[src/rtl/pipe_pkg.sv]
// -----------------------------------------------------------------------------
// pipe_pkg
// Shared constants for the pipeline skid-register slice.
//   - State encodings for the skid register (EMPTY / ONE / FULL). The codes
//     are chosen so that the state value is also the number of held entries.
//   - Default PC / instruction widths that together form the default payload.
//   - The NOP word presented while a stage holds nothing.
// -----------------------------------------------------------------------------
package pipe_pkg;

    localparam int PIPE_PC_W    = 32;
    localparam int PIPE_INSTR_W = 32;
    localparam int PIPE_DATA_W  = PIPE_PC_W + PIPE_INSTR_W;

    localparam logic [63:0] NOP_WORD = 64'h0;

    // State codes double as the occupancy count.
    localparam logic [1:0] ST_EMPTY = 2'd0;
    localparam logic [1:0] ST_ONE   = 2'd1;
    localparam logic [1:0] ST_FULL  = 2'd2;

endpackage

[src/rtl/pipe_slot.sv]
// -----------------------------------------------------------------------------
// pipe_slot
// One storage slot: a valid flop plus a DATA_W payload register.
// Ports:
//   clk, rst   - clock, asynchronous active-high reset
//   load       - capture load_data and mark the slot valid
//   clear      - empty the slot (payload returns to BUBBLE_VAL); wins over load
//   load_data  - payload to capture
//   valid      - slot holds an entry
//   data       - held payload, BUBBLE_VAL whenever the slot is empty
// -----------------------------------------------------------------------------
module pipe_slot
    import pipe_pkg::*;
#(
    parameter int                 DATA_W     = PIPE_DATA_W,
    parameter logic [DATA_W-1:0]  BUBBLE_VAL = DATA_W'(NOP_WORD)
) (
    input  logic              clk,
    input  logic              rst,
    input  logic              load,
    input  logic              clear,
    input  logic [DATA_W-1:0] load_data,
    output logic              valid,
    output logic [DATA_W-1:0] data
);

    // Clearing also restores the bubble payload so an empty slot never
    // exposes stale data downstream.
    always_ff @(posedge clk or posedge rst) begin
        if (rst) begin
            valid <= 1'b0;
            data  <= BUBBLE_VAL;
        end else if (clear) begin
            valid <= 1'b0;
            data  <= BUBBLE_VAL;
        end else if (load) begin
            valid <= 1'b1;
            data  <= load_data;
        end
    end

endmodule

[src/rtl/pipe_skid_reg.sv]
// -----------------------------------------------------------------------------
// pipe_skid_reg
// Two-entry skid register between pipeline stages. Full throughput with
// in_ready coming straight from a flop, so no combinational path runs from
// out_ready back to in_ready.
// Ports:
//   clk, rst   - clock, asynchronous active-high reset
//   flush      - synchronous kill of all held entries (highest priority)
//   in_valid   - upstream presents in_data
//   in_ready   - stage can accept this cycle (skid slot empty)
//   in_data    - upstream payload
//   out_valid  - out_data holds a valid payload
//   out_ready  - downstream accepts out_data this cycle
//   out_data   - payload to downstream, BUBBLE_VAL when idle
//   occupancy  - number of held entries (0..2)
// -----------------------------------------------------------------------------
module pipe_skid_reg
    import pipe_pkg::*;
#(
    parameter int                 DATA_W     = PIPE_DATA_W,
    parameter logic [DATA_W-1:0]  BUBBLE_VAL = DATA_W'(NOP_WORD)
) (
    input  logic              clk,
    input  logic              rst,
    input  logic              flush,
    input  logic              in_valid,
    output logic              in_ready,
    input  logic [DATA_W-1:0] in_data,
    output logic              out_valid,
    input  logic              out_ready,
    output logic [DATA_W-1:0] out_data,
    output logic [1:0]        occupancy
);

    logic [1:0]        state;
    logic [1:0]        state_nxt;

    logic              main_valid;
    logic [DATA_W-1:0] main_data;
    logic              main_load;
    logic              main_clear;
    logic [DATA_W-1:0] main_din;

    logic              skid_valid;
    logic [DATA_W-1:0] skid_data;
    logic              skid_load;
    logic              skid_clear;

    logic              in_xfer;
    logic              out_xfer;

    pipe_slot #(
        .DATA_W     (DATA_W),
        .BUBBLE_VAL (BUBBLE_VAL)
    ) u_main (
        .clk        (clk),
        .rst        (rst),
        .load       (main_load),
        .clear      (main_clear),
        .load_data  (main_din),
        .valid      (main_valid),
        .data       (main_data)
    );

    pipe_slot #(
        .DATA_W     (DATA_W),
        .BUBBLE_VAL (BUBBLE_VAL)
    ) u_skid (
        .clk        (clk),
        .rst        (rst),
        .load       (skid_load),
        .clear      (skid_clear),
        .load_data  (in_data),
        .valid      (skid_valid),
        .data       (skid_data)
    );

    // in_ready depends only on the skid flop; out_ready never reaches it.
    assign in_ready  = ~skid_valid;
    assign out_valid = main_valid;
    assign out_data  = main_data;
    // The state codes equal the entry count, so occupancy is a flop output.
    assign occupancy = state;

    assign in_xfer  = in_valid & in_ready;
    assign out_xfer = main_valid & out_ready;

    // Slot control. Main always drives the output; skid only fills when
    // main is held and cannot drain, and refills main as soon as it does.
    // A downstream transfer during flush is simply absorbed by the flush.
    always_comb begin
        state_nxt  = state;
        main_load  = 1'b0;
        main_clear = 1'b0;
        main_din   = in_data;
        skid_load  = 1'b0;
        skid_clear = 1'b0;

        if (flush) begin
            main_clear = 1'b1;
            skid_clear = 1'b1;
            state_nxt  = ST_EMPTY;
        end else begin
            case (state)
                ST_EMPTY: begin
                    if (in_xfer) begin
                        main_load = 1'b1;
                        state_nxt = ST_ONE;
                    end
                end
                ST_ONE: begin
                    if (in_xfer && out_xfer) begin
                        main_load = 1'b1;
                    end else if (in_xfer) begin
                        skid_load = 1'b1;
                        state_nxt = ST_FULL;
                    end else if (out_xfer) begin
                        main_clear = 1'b1;
                        state_nxt  = ST_EMPTY;
                    end
                end
                ST_FULL: begin
                    if (out_xfer) begin
                        main_load  = 1'b1;
                        main_din   = skid_data;
                        skid_clear = 1'b1;
                        state_nxt  = ST_ONE;
                    end
                end
                default: begin
                    main_clear = 1'b1;
                    skid_clear = 1'b1;
                    state_nxt  = ST_EMPTY;
                end
            endcase
        end
    end

    always_ff @(posedge clk or posedge rst) begin
        if (rst) begin
            state <= ST_EMPTY;
        end else begin
            state <= state_nxt;
        end
    end

endmodule

[config.mk]
export PLATFORM = sky130hd
export DESIGN_NAME = pipe_skid_reg
export DESIGN_NICKNAME = d
export VERILOG_FILES = /design/src/rtl/pipe_pkg.sv /design/src/rtl/pipe_slot.sv /design/src/rtl/pipe_skid_reg.sv
export SDC_FILE = /design/constraint.sdc
export NUM_CORES = 1
export LEC_CHECK = 0
export CAP_MARGIN = 20
export CORE_UTILIZATION = 47
export CTS_BUF_LIST = sky130_fd_sc_hd__clkbuf_4
export CTS_CLUSTER_DIAMETER = 100
export DETAILED_ROUTE_END_ITERATION = 6
export GPL_ROUTABILITY_DRIVEN = 1
export HOLD_SLACK_MARGIN = 0.06
export PLACE_DENSITY = 0.79
export SLEW_MARGIN = 20
export SYNTH_ARGS = -nofsm -noshare
export SYNTH_HDL_FRONTEND = slang
export SYNTH_SLANG_ARGS = --single-unit
[constraint.sdc]
create_clock -name clk -period 4.4 [get_ports clk]
set_input_delay 0.88 -clock clk [delete_from_list [all_inputs] [get_ports clk]]
set_output_delay 0.88 -clock clk [all_outputs]
set_load 0.02 [all_outputs]
**Word level (Yosys, flattened, before mapping)**

Index checks and enable logic that the tools add are counted.
W data, S select, Z words.

- Equal/unequal tests: 6
- Multiplexer cells: 32
- Bitwise gates (word level): 3
- Reduce and logical (&&, ||, !) cells: 7

Operators by type and width:

| cell | count |
|---|---|
| $mux W64 | 7 |
| $mux W1 | 15 |
| $mux W2 | 6 |
| $ne A3 B3 Y1 const B | 3 |
| $pmux W2 S3 | 1 |
| $ne A4 B4 Y1 const B | 1 |
| $pmux W1 S2 | 2 |
| $reduce_and A4 Y1 | 1 |
| $reduce_bool A2 Y1 | 2 |
| $reduce_or A2 Y1 | 2 |
| $pmux W1 S3 | 1 |
| $and A1 B1 Y1 | 2 |
| $eq A2 B1 Y1 const B | 1 |
| $eq A2 B2 Y1 const B | 1 |
| $logic_not A2 Y1 | 1 |
| $logic_and A1 B1 Y1 | 1 |
| $not A1 Y1 | 1 |

- Register bits: 132
- Bits of input ports: 69
- Output and inout port bits: 68
- Word-level logic and storage cells: 53

**Logic depth before layout (Yosys ltp)**

Gate-level depths: netlist (run 1).

- Depth in word-level cells: 8
- Mapped depth: 6

**By module**

A second synthesis (run 1) with hierarchy kept.

- Cell total of the unflattened synthesis: 515
- Area, all modules: 6344.8 um^2

Modules (own cells, without submodules):

| module | instances | cells each | area an instance (um^2) | sequential area each (um^2) |
|---|---|---|---|---|
| pipe_slot | 2 | 210 | 2640.0 | 1626.6 |
| pipe_skid_reg | 1 | 95 | 1064.8 | 50.0 |

**Worst setup path before layout (run 1)**

Ideal clock, no wire load.

- Kind: input port to flip-flop
- From: input flush
- To: register u_main.data[0]
- Library setup time: 119 ps
- Data arrival time: 1911 ps
- Setup slack: 2369 ps
- Cell stages on the path: 6
- Path buffers: 3
- Path through: buf_2 -> nor3_1 -> buf_4 -> clkbuf_4 -> mux2i_1 -> o2bb2ai_2

- Cells in the longest elaborated chain, start to end: 3

RTL lines:

| item | line | RTL |
|---|---|---|
| from (decl) | pipe_skid_reg.sv:25 | `input logic flush,` |
| $mux W64 | pipe_skid_reg.sv:99 | `if (flush) begin` |
| $mux W64 | pipe_slot.sv:36 | `end else if (load) begin` |
| $mux W64 | pipe_slot.sv:33 | `end else if (clear) begin` |
| to (signal assigned) | pipe_slot.sv:38 | `data <= load_data;` |
| to (decl) | pipe_slot.sv:24 | `output logic [DATA_W-1:0] data` |

Parallel ways exist; a longest one is shown, timed or not. The select of a mux whose other input is x is not followed.
A chain may end at the register's enable or synchronous reset.

**Worst setup path in the final report (run 1)**

- From: register state[0] (netlist: occupancy[0])
- To: output occupancy[0]

RTL lines:

| item | line | RTL |
|---|---|---|
| from (decl) | pipe_skid_reg.sv:35 | `logic [1:0] state;` |
| from (signal assigned) | pipe_skid_reg.sv:143 | `state <= state_nxt;` |
| to (decl) | pipe_skid_reg.sv:32 | `output logic [1:0] occupancy` |

No word-level cell between the ends.

==> summary.txt, run 1 <==
Setup path
  • Slowest CP cell: clkdlybuf4s50_1
  • Delay-heaviest family, CP: buffers and inverters
  • CP Buf/Inv Count: 1
  • Reg2reg setup slack: 2220 ps
  • Crit path max fanout: 13
  • CP startpoint kind: flip-flop
  • Setup CP Type: flip-flop to output pin
  • Worst r2r dst: u_main.data[61]
  • CP Capture Type: output pin
  • R2r worst-path depth: 5
  • FF-to-FF Start: occupancy[0]
  • Critical-path cell list: clkdlybuf4s50_1
  • Data required, critical path: between 3000 and 4000 ps
  • WP data arrival: between 1500 and 2000 ps
  • Crit-path max cell delay: 680 ps

Logic synthesis
  • Synth Net Count: between 400 and 500
  • Yosys reg bits: about 130
  • Mapped Area: about 6000 um^2
  • Synth Instances: about 390
  • Syn Area/Cell: ~15 um^2
  • Seq/Total Area, Yosys: between 50 and 60%
  • YS warnings: 0
  • Ys flop type: dfrtp_1
  • Asr flop ratio synth: 100.0%
  • Post-synth EDFFs: 0
  • Netlist cell types: 31

Placement
  • Place WS: around 1400 ps
  • RePlAce Congestion: between 0.8 and 0.9
  • Post-Place Cell Area: approximately 7300 um^2
  • Dpl hpwl: approximately 8000 um
  • # port buffers: 136
  • Placed Cells: 670

Timing
  • Final Hold Vio Count: 0
  • Slew Viols, Final: 0
  • Tmin final: approximately 2600 ps
  • Fin Hold WS: a little over 500 ps
  • Worst setup margin: roughly 1800 ps
  • Clock Skews: 9.372 ps
  • Max_slew headroom: 42.57%
  • Final setup violation count: 0
  • Unrepaired setup endpoints after global routing: false
  • Final period utilization: about three fifths
  • F_max: between 0.3 and 0.4 GHz
  • Fin Setup TNS: 0 ps
  • Worst-margin pin slew: ~860 ps

Worst hold path
  • Hold path depth: 1
  • Hold Path Class: flip-flop to flip-flop
  • Hold endpoint: u_main.data[2]
  • Hold_sp: u_main.data[2]

Pwr
  • Power Total: ~3.2 mW
  • Pwr dens: ~420 nW/um^2
  • Leakage: 3.174 nW
  • Max VDD drop: about 0.23 mV

Clocking
  • Root Driver: clkbuf_4
  • Post-CTS Setup Inserts: 0
  • H-tree depth: 4
  • CTS tree: done
  • Clock Pin Slew Worst Setup and Hold Paths: 110 ps
  • Clock Latency Late Sink: about 510 ps
  • CTS Buffer Depth: 2
  • TritonCTS Buffers: 17
  • Post-cts gate resize count: 0
  • Cts hold-fix bufs: 0
  • Total clock sinks: roughly 130

Floorplanning
  • Height of the die: 113.3 um
  • Die width: 113.3 um
  • IO Count: between 100 and 150
  • Die ar.: between 10,000 and 15,000 um^2
  • Core Region: ~12,000 um^2
  • Row cnt: 40
  • Initial Util: 48.31%

Detailed routing
  • Drt initial violations: 210
  • DR vias: 3,939
  • DR WL/cell: 18.53 um
  • Drt drc: 0
  • Routed Wire Length: 13,030 um
  • Via density: 5.603
  • Routed Antenna Nets: 0
  • DR pass1 iterations: 6

Global route
  • Largest net degree at the start of global routing: between 100 and 150
  • Initial antenna violation count: 1
  • Busiest grt layer: met2
  • Vias in the first global route: 4,097
  • Grt met3 use: under 10%
  • Total GRT Usage: 21.74%
  • M1 GR Usage: between 20% and 30%
  • Gr ovfl total: 0
  • First-pass GRT wire length: approximately 22,000 um
  • M2 GR Usage: 33.25%

Cells and area
  • Synth-to-Final Area Change: 32.06%
  • Share of layout cells above drive strength 1: 17.98%
  • Fin util: between 60% and 70%
  • Post-Layout Cell Count: ~700
  • Fin nets: ~600
  • Design area: about 7700 um^2

Run
  • Max-Cap Viols: 0

Run status
  • Status: finished, final reports clean
synth_stat cells, types with 2 or more instances:
master     number  area share [%]
a22oi_1         2            0.26
mux2i_1        65              11
dfrtp_1       132              57
o2bb2ai_1      14             2.1
a22o_1         64             9.6
nor2_1          5            0.32
inv_1           4            0.26
buf_2          18             1.5
nand2_1         2            0.13
buf_4           5            0.64
a21oi_2         2            0.30
o2bb2ai_2      50              13
buf_6           7             1.4
nand2b_1        3            0.32
clkbuf_4        3            0.39
o22ai_1         2            0.21
where the power goes:
part / leakage (nW) / internal [mW] / switching [mW]
Sequential: 1.80 / 1.33 / 0.0950
Combinational: 1.18 / 0.352 / 0.401
Clock: 0.191 / 0.579 / 0.444
worst max-delay path by stage:
stage / endpoint / from / cells after the start / slack [ps]
after global placement: u_main.data[56] / in_valid / 6 / 1430
after global routing: occupancy[0] / occupancy[0] / 1 / 1610
final: occupancy[0] / occupancy[0] / 1 / 1750
after CTS: occupancy[0] / occupancy[0] / 1 / 1710
after detailed placement: u_skid.data[63] / out_ready / 6 / 1360
after floorplan: occupancy[0] / rst / 1 / 1880
placed cells by master, fill, tap and decap left out, drive strengths merged, types with 6 or more instances in the layout:
cell type      Yosys  final
o2bb2ai           64     64
bufinv             0      6
dfrtp            132    132
a22o              64     64
clkdlybuf4s50      0    136
clkbuf             4     19
buf               30      7
nor2               6      6
mux2i             65     65
layer usage:
| metal | routed length (um) | vias to the layer above | part of all wire [%] |
|---|---|---|---|
| met3 | 766 | 15 | 5.9 |
| met2 | 5964 | 148 | 46 |
| li1 | - | 1786 | - |
| met5 | 0 | - | 0 |
| met1 | 6077 | 1990 | 47 |
| met4 | 217 | 0 | 1.7 |
area by class of cell:
| class | instances | area, um^2 |
|---|---|---|
| sequential | 132 | 3303 |
| inverter | 4 | 18.77 |
| antenna | 1 | 2.502 |
| multi-input combinational | 223 | 2311 |
| timing repair buffer | 143 | 1476 |
| tap | 168 | 210.2 |
| clock buffer | 19 | 142.6 |
| fill | 907 | 4367 |
| clock inverter | 13 | 230.2 |
sequential cells by signal, summed over array words and instances, names as in the netlist:
register      count
u_skid.valid      1
occupancy         2
u_main.data      64
u_skid.data      64
u_main.valid      1
cell families (layout without fill, tap and decap cells):
group	count (synthesis)	in the layout	share of synthesized area, %
flops	132	132	56.69
compound gates	140	140	26.13
simple gates	17	17	1.611
other cells	0	1	0
mux	65	65	11.17
xor+xnor	1	1	0.1503
buf+inv	38	179	4.252
Power figures use the tool's default switching activity.
==> run 2, diff against run 1 <==
==> constraint.sdc (replaced) <==
create_clock -name clk -period 2.4 [get_ports clk]
set_input_delay 0.48 -clock clk [delete_from_list [all_inputs] [get_ports clk]]
set_output_delay 0.48 -clock clk [all_outputs]
set_load 0.02 [all_outputs]
==> run 2 against run 1 <==
Sequential share of layout area decreased by 0.35 points. Worst setup slack got worse by 1600 ps. Count of clock-buffer cells in the layout decreased by 1. Cell count increased by 1.1%. Combinational power increased by 90%. Highest routed layer unchanged.
==> summary.txt, run 2 (synthesized netlist as in run 1, its figures left out) <==
Run status
  • Status: finished, final reports clean

Pwr
  • Max VDD drop: 0.6277 mV (+170%)
  • Power Total: 5.742 mW (+79%)
  • Pwr dens: 740.2 nW/um^2 (+78%)
  • Leakage: 3.217 nW (+1.3%)

Floorplanning
  • Die width: 113.3 um (unchanged)
  • Die ar.: 12,850 um^2 (unchanged)
  • Height of the die: 113.3 um (unchanged)
  • IO Count: 137 (unchanged)
  • Row cnt: 40 (unchanged)
  • Core Region: 12,060 um^2 (unchanged)
  • Initial Util: 48.31% (unchanged)

Setup path
  • Slowest CP cell: clkdlybuf4s50_1
  • Crit-path max cell delay: 680 ps (about the same)
  • Data required, critical path: 1920 ps (-1600 ps)
  • Setup CP Type: flip-flop to output pin
  • CP startpoint kind: flip-flop
  • Critical-path cell list: clkdlybuf4s50_1
  • Delay-heaviest family, CP: buffers and inverters
  • Crit path max fanout: 13 (unchanged)
  • WP data arrival: 1750 ps (-20 ps)
  • CP Buf/Inv Count: 1 (unchanged)
  • CP Capture Type: output pin

Clocking
  • CTS Buffer Depth: 2 (unchanged)
  • Total clock sinks: 132 (unchanged)
  • Post-cts gate resize count: 0 (unchanged)
  • CTS tree: done
  • Root Driver: clkbuf_4
  • Cts hold-fix bufs: 0 (unchanged)
  • Clock Latency Late Sink: 510 ps (about the same)
  • Clock Pin Slew Worst Setup and Hold Paths: 100 ps (about the same)
  • H-tree depth: 4 (unchanged)
  • TritonCTS Buffers: 17 (unchanged)
  • Post-CTS Setup Inserts: 0 (unchanged)

Global route
  • Vias in the first global route: 4,284 (+4.6%)
  • Initial antenna violation count: 1 (unchanged)
  • Largest net degree at the start of global routing: 133 (unchanged)
  • Total GRT Usage: 22.78% (+1.0 points)
  • Gr ovfl total: 0 (unchanged)
  • First-pass GRT wire length: 22,420 um (+4.3%)

Cells and area
  • Register Area: 3303 um^2 (unchanged)
  • Synth-to-Final Area Change: 33.13%
  • Share of layout cells above drive strength 1: 18.63% (+0.66 points)
  • Most frequent cells in the layout: clkdlybuf4s50_1, dfrtp_1, mux2i_1
  • Fillers: 916 (+0.99%)
  • Most common cell after layout, fill and taps aside: clkdlybuf4s50_1
  • Fin nets: 598 (+1.4%)
  • Footprint of the multi-input gates: 2311 um^2 (unchanged)
  • Design area: 7757 um^2 (+0.81%)

Detailed routing
  • DR WL/cell: 19.07 um (+3.0%)
  • Drt drc: 0 (unchanged)
  • DR vias: 3,984 (+1.1%)
  • DR pass1 iterations: 4 (-2)
  • Routed Wire Length: 13,560 um (+4.1%)
  • Routed Antenna Nets: 0 (unchanged)
  • Drt initial violations: 322 (+53%)
  • Via density: 5.603 (about the same)

Placement
  • Dpl hpwl: 8405 um (+5.0%)
  • RePlAce Congestion: 0.7649 (-5.6%)
  • # port buffers: 136 (unchanged)
  • Post-Place Cell Area: 7430 um^2 (+1.5%)

Timing
  • Fin Hold WS: 503.2 ps (-4.090 ps)
  • Max_slew headroom: 52.63% (+10 points)
  • Final period utilization: roughly 93%
  • Slew Viols, Final: 0 (unchanged)
  • Final setup violation count: 0 (unchanged)
  • Clock Skews: 17.06 ps (+7.690 ps)
  • Fin Setup TNS: 0 ps (unchanged)
  • Tmin final: between 2000 and 2500 ps
  • F_max: around 0.45 GHz
  • Worst-margin pin slew: 708.9 ps (-150.6 ps)
  • Unrepaired setup endpoints after global routing: false
  • Final Hold Vio Count: 0 (unchanged)

Worst hold path
  • Hold Path Class: flip-flop to flip-flop

Run
  • Max-Cap Viols: 0 (unchanged)
-- run 2: changes by cell type in the layout (fill, tap and decap cells not counted), sizes merged --
| cell | before | now |
|---|---|---|
| buf | 7 | 15 |
| bufinv | 6 | 5 |
| clkbuf | 19 | 18 |
| clkinv | 4 | 9 |
| clkinvlp | 3 | 1 |
| inv | 4 | 3 |
-- run 2: path summary, 6_finish.rpt --
path,startpoint,endpoint,slack (ps),cells past startpoint
setup / recovery,occupancy[0],occupancy[0],170,1
hold / removal,u_main.data[29],u_main.data[29],500,1
setup reg to reg,occupancy[0],u_main.data[26],430,5
hold reg to reg,u_main.data[29],u_main.data[29],500,1
max in group asynchronous,rst,u_skid.data[31],1350,3
min in group asynchronous,rst,u_main.data[1],520,3
-- run 2: report_power, final --
group          internal, mW  switching (mW)
combinational         0.679           0.748
sequential             2.44           0.182
clock                 0.921           0.768
-- run 2: layer usage --
metal  share of wire, %  vias to the layer above  track usage (%)
met4                1.3                        0            7.807
met5                  0                        -                0
met2                 47                      109            35.42
met3                4.4                       14            5.142
li1                   -                     1797                -
met1                 48                     2064            31.65
-- run 2: area by class of cell --
type	instances	share of cell area, %
Sequential cell	132	42.58
Multi-Input combinational cell	223	29.79
Timing Repair Buffer	151	20.45
Tap cell	168	2.710
Clock inverter	14	2.452
Clock buffer	18	1.742
Inverter	4	0.2419
Antenna cell	1	0.03226
-- run 2: metrics by stage --
| stage | setup WS [ps] | std cells | utilization (%) |
|---|---|---|---|
| 2_1_floorplan | 282.8 | 393 | - |
| 3_3_place_gp | 113.0 | 678 | 61.60 |
| 3_5_place_dp | 28.10 | 678 | 61.60 |
| 4_1_cts | 103.6 | 710 | 64.29 |
| 5_1_grt | 38.70 | 711 | 64.32 |
| 6_report | 167.3 | 711 | 64.32 |
==> run 3, diff against run 2 <==
--- a/config.mk
+++ b/config.mk
@@ -13,6 +13,7 @@
 export GPL_ROUTABILITY_DRIVEN = 1
 export HOLD_SLACK_MARGIN = 0.06
 export PLACE_DENSITY = 0.79
+export RECOVER_POWER = 25
 export SLEW_MARGIN = 20
 export SYNTH_ARGS = -nofsm -noshare
 export SYNTH_HDL_FRONTEND = slang
==> run 3 against run 2 <==
Clock power about the same. The flow now finishes with violations (max-capacitance violations, max-slew violations). Core utilization down 0.10 points. Register-to-register slack got worse by 30 ps. Die area did not move. First-iteration DRC count shrank 3.7%. Sequential cell count unchanged. Combinational power hardly changed. Clock skew down 2.0 ps. Total power shrank 0.13%. Sequential share of layout area rose by 0.069 points.
==> summary.txt, run 3 (synthesized netlist as in run 1, its figures left out) <==
Run status
  • Status: finished with violations
  • Violated checks: max-capacitance violations, max-slew violations

Clocking
  • H-tree depth: 4 (unchanged)
  • CTS tree: done
  • CTS Buffer Depth: 2 (unchanged)
  • Cts hold-fix bufs: 0 (unchanged)
  • Total clock sinks: 132 (unchanged)
  • Clock Latency Late Sink: 510 ps (about the same)
  • Post-CTS Setup Inserts: 0 (unchanged)
  • Post-cts gate resize count: 0 (unchanged)
  • Root Driver: clkbuf_4
  • Clock Pin Slew Worst Setup and Hold Paths: 100 ps (about the same)
  • TritonCTS Buffers: 17 (unchanged)

Setup path
  • WP data arrival: 1750 ps (about the same)
  • Setup CP Type: flip-flop to output pin
  • R2r worst-path depth: 5 (unchanged)
  • Delay-heaviest family, CP: buffers and inverters
  • Worst r2r dst: u_main.data[24]
  • Critical-path cell list: clkdlybuf4s50_1
  • CP startpoint kind: flip-flop
  • CP Capture Type: output pin
  • Slowest CP cell: clkdlybuf4s50_1
  • CP Buf/Inv Count: 1 (unchanged)
  • FF-to-FF Start: occupancy[0]
  • Crit path max fanout: 13 (unchanged)
  • Data required, critical path: 1920 ps (about the same)
  • Crit-path max cell delay: 680 ps (about the same)
  • Reg2reg setup slack: 400 ps (-30 ps)

Global route
  • M2 GR Usage: 35.42% (unchanged)
  • First-pass GRT wire length: 22,420 um (unchanged)
  • Largest net degree at the start of global routing: 133 (unchanged)
  • Grt met3 use: 5.142% (unchanged)
  • Vias in the first global route: 4,284 (unchanged)
  • M1 GR Usage: 31.65% (unchanged)
  • Busiest grt layer: met2
  • Total GRT Usage: 22.78% (unchanged)
  • Gr ovfl total: 0 (unchanged)
  • Initial antenna violation count: 1 (unchanged)

Detailed routing
  • Routed Antenna Nets: 0 (unchanged)
  • DR vias: 4,005 (+0.53%)
  • Drt drc: 0 (unchanged)
  • Routed Wire Length: 13,540 um (-0.17%)
  • DR pass1 iterations: 7 (+3)
  • Via density: 5.633 (+0.53%)
  • Drt initial violations: 310 (-3.7%)
  • DR WL/cell: 19.04 um (-0.17%)

Cells and area
  • Post-Layout Cell Count: 711 (unchanged)
  • Fillers: 917 (+0.11%)
  • Most frequent cells in the layout: clkdlybuf4s50_1, dfrtp_1, mux2i_1
  • Fin util: 64.21% (-0.10 points)
  • Register Area: 3303 um^2 (unchanged)
  • Footprint of the multi-input gates: 2311 um^2 (unchanged)
  • Most common cell after layout, fill and taps aside: clkdlybuf4s50_1
  • Fin nets: 598 (unchanged)
  • Synth-to-Final Area Change: 32.92%
  • Share of layout cells above drive strength 1: 18.63% (unchanged)

Floorplanning
  • IO Count: 137 (unchanged)
  • Initial Util: 48.31% (unchanged)
  • Height of the die: 113.3 um (unchanged)
  • Core Region: 12,060 um^2 (unchanged)
  • Row cnt: 40 (unchanged)
  • Die width: 113.3 um (unchanged)
  • Die ar.: 12,850 um^2 (unchanged)

Timing
  • Clock Skews: 15.08 ps (-1.982 ps)
  • Slew Viols, Final: 133 (+133)
  • F_max: 0.4486 GHz (+0.16%)
  • Max_slew headroom: -18.17% (-71 points)
  • Worst-margin pin slew: 1773 ps (+1064 ps)
  • Tmin final: 2229 ps (-3.596 ps)
  • Unrepaired setup endpoints after global routing: false
  • Fin Setup TNS: 0 ps (unchanged)
  • Final Hold Vio Count: 0 (unchanged)
  • Final setup violation count: 0 (unchanged)
  • Final period utilization: 92.88% (-0.15 points)
  • Worst setup margin: 170.9 ps (+3.596 ps)

Placement
  • # port buffers: 136 (unchanged)
  • RePlAce Congestion: 0.7649 (unchanged)
  • Placed Cells: 678 (unchanged)
  • Place WS: 28.10 ps (unchanged)
  • Dpl hpwl: 8405 um (unchanged)

Pwr
  • Leakage: 3.212 nW (-0.15%)
  • Pwr dens: 740.5 nW/um^2 (about the same)
  • Power Total: 5.735 mW (-0.13%)
  • Max VDD drop: 0.6270 mV (-0.11%)

Worst hold path
  • Hold_sp: u_main.data[29]
  • Hold endpoint: u_main.data[29]
  • Hold Path Class: flip-flop to flip-flop
  • Hold path depth: 1 (unchanged)

Run
  • Max-Cap Viols: 1 (+1)
-- run 3: cell count changes in the layout (fill, tap and decap cells not counted) --
cell      previous run  this run
buf_12               9         8
clkbuf_4            18        19
-- run 3: how the worst max path moves through the flow --
stage          cells past startpoint          from  slack (ps)              end
5_1_grt                            3           rst          30  u_skid.data[25]
3_3_place_gp                       6     out_ready         110  u_main.data[27]
2_1_floorplan                      1           rst         280     occupancy[0]
4_1_cts                            1  occupancy[0]         100     occupancy[0]
3_5_place_dp                       6     out_ready          30  u_main.data[30]
6_report                           1  occupancy[0]         170     occupancy[0]
-- run 3: cell type report --
class,count,share of cell area [%]
Clock inverter,14,2.456
Multi-Input combinational cell,223,29.84
Clock buffer,18,1.745
Inverter,4,0.2423
Timing Repair Buffer,151,20.32
Tap cell,168,2.714
Sequential cell,132,42.65
Antenna cell,1,0.03231
-- run 3: report_power, final --
group / internal (mW) / total (mW) / switching (mW)
sequential: 2.44 / 2.63 / 0.181
combinational: 0.676 / 1.43 / 0.749
clock: 0.921 / 1.68 / 0.763
total: 4.04 / 5.73 / 1.69
-- run 3: per-stage QoR --
| step | area, um^2 | hold slack (ps) |
|---|---|---|
| 2_1_floorplan | 5831 | 465.6 |
| 3_3_place_gp | 7430 | 476.0 |
| 3_5_place_dp | 7430 | 481.6 |
| 4_1_cts | 7755 | 509.7 |
| 5_1_grt | 7745 | 520.1 |
| 6_report | 7745 | 502.2 |
-- run 3: routing by layer --
metal  share of wire, %  routed length [um]  vias to the layer above
li1                   -                   -                     1799
met1                 47                6321                     2074
met2                 47                6396                      118
met3                4.7                 640                       14
met4                1.3                 180                        0
met5                  0                   0                        -
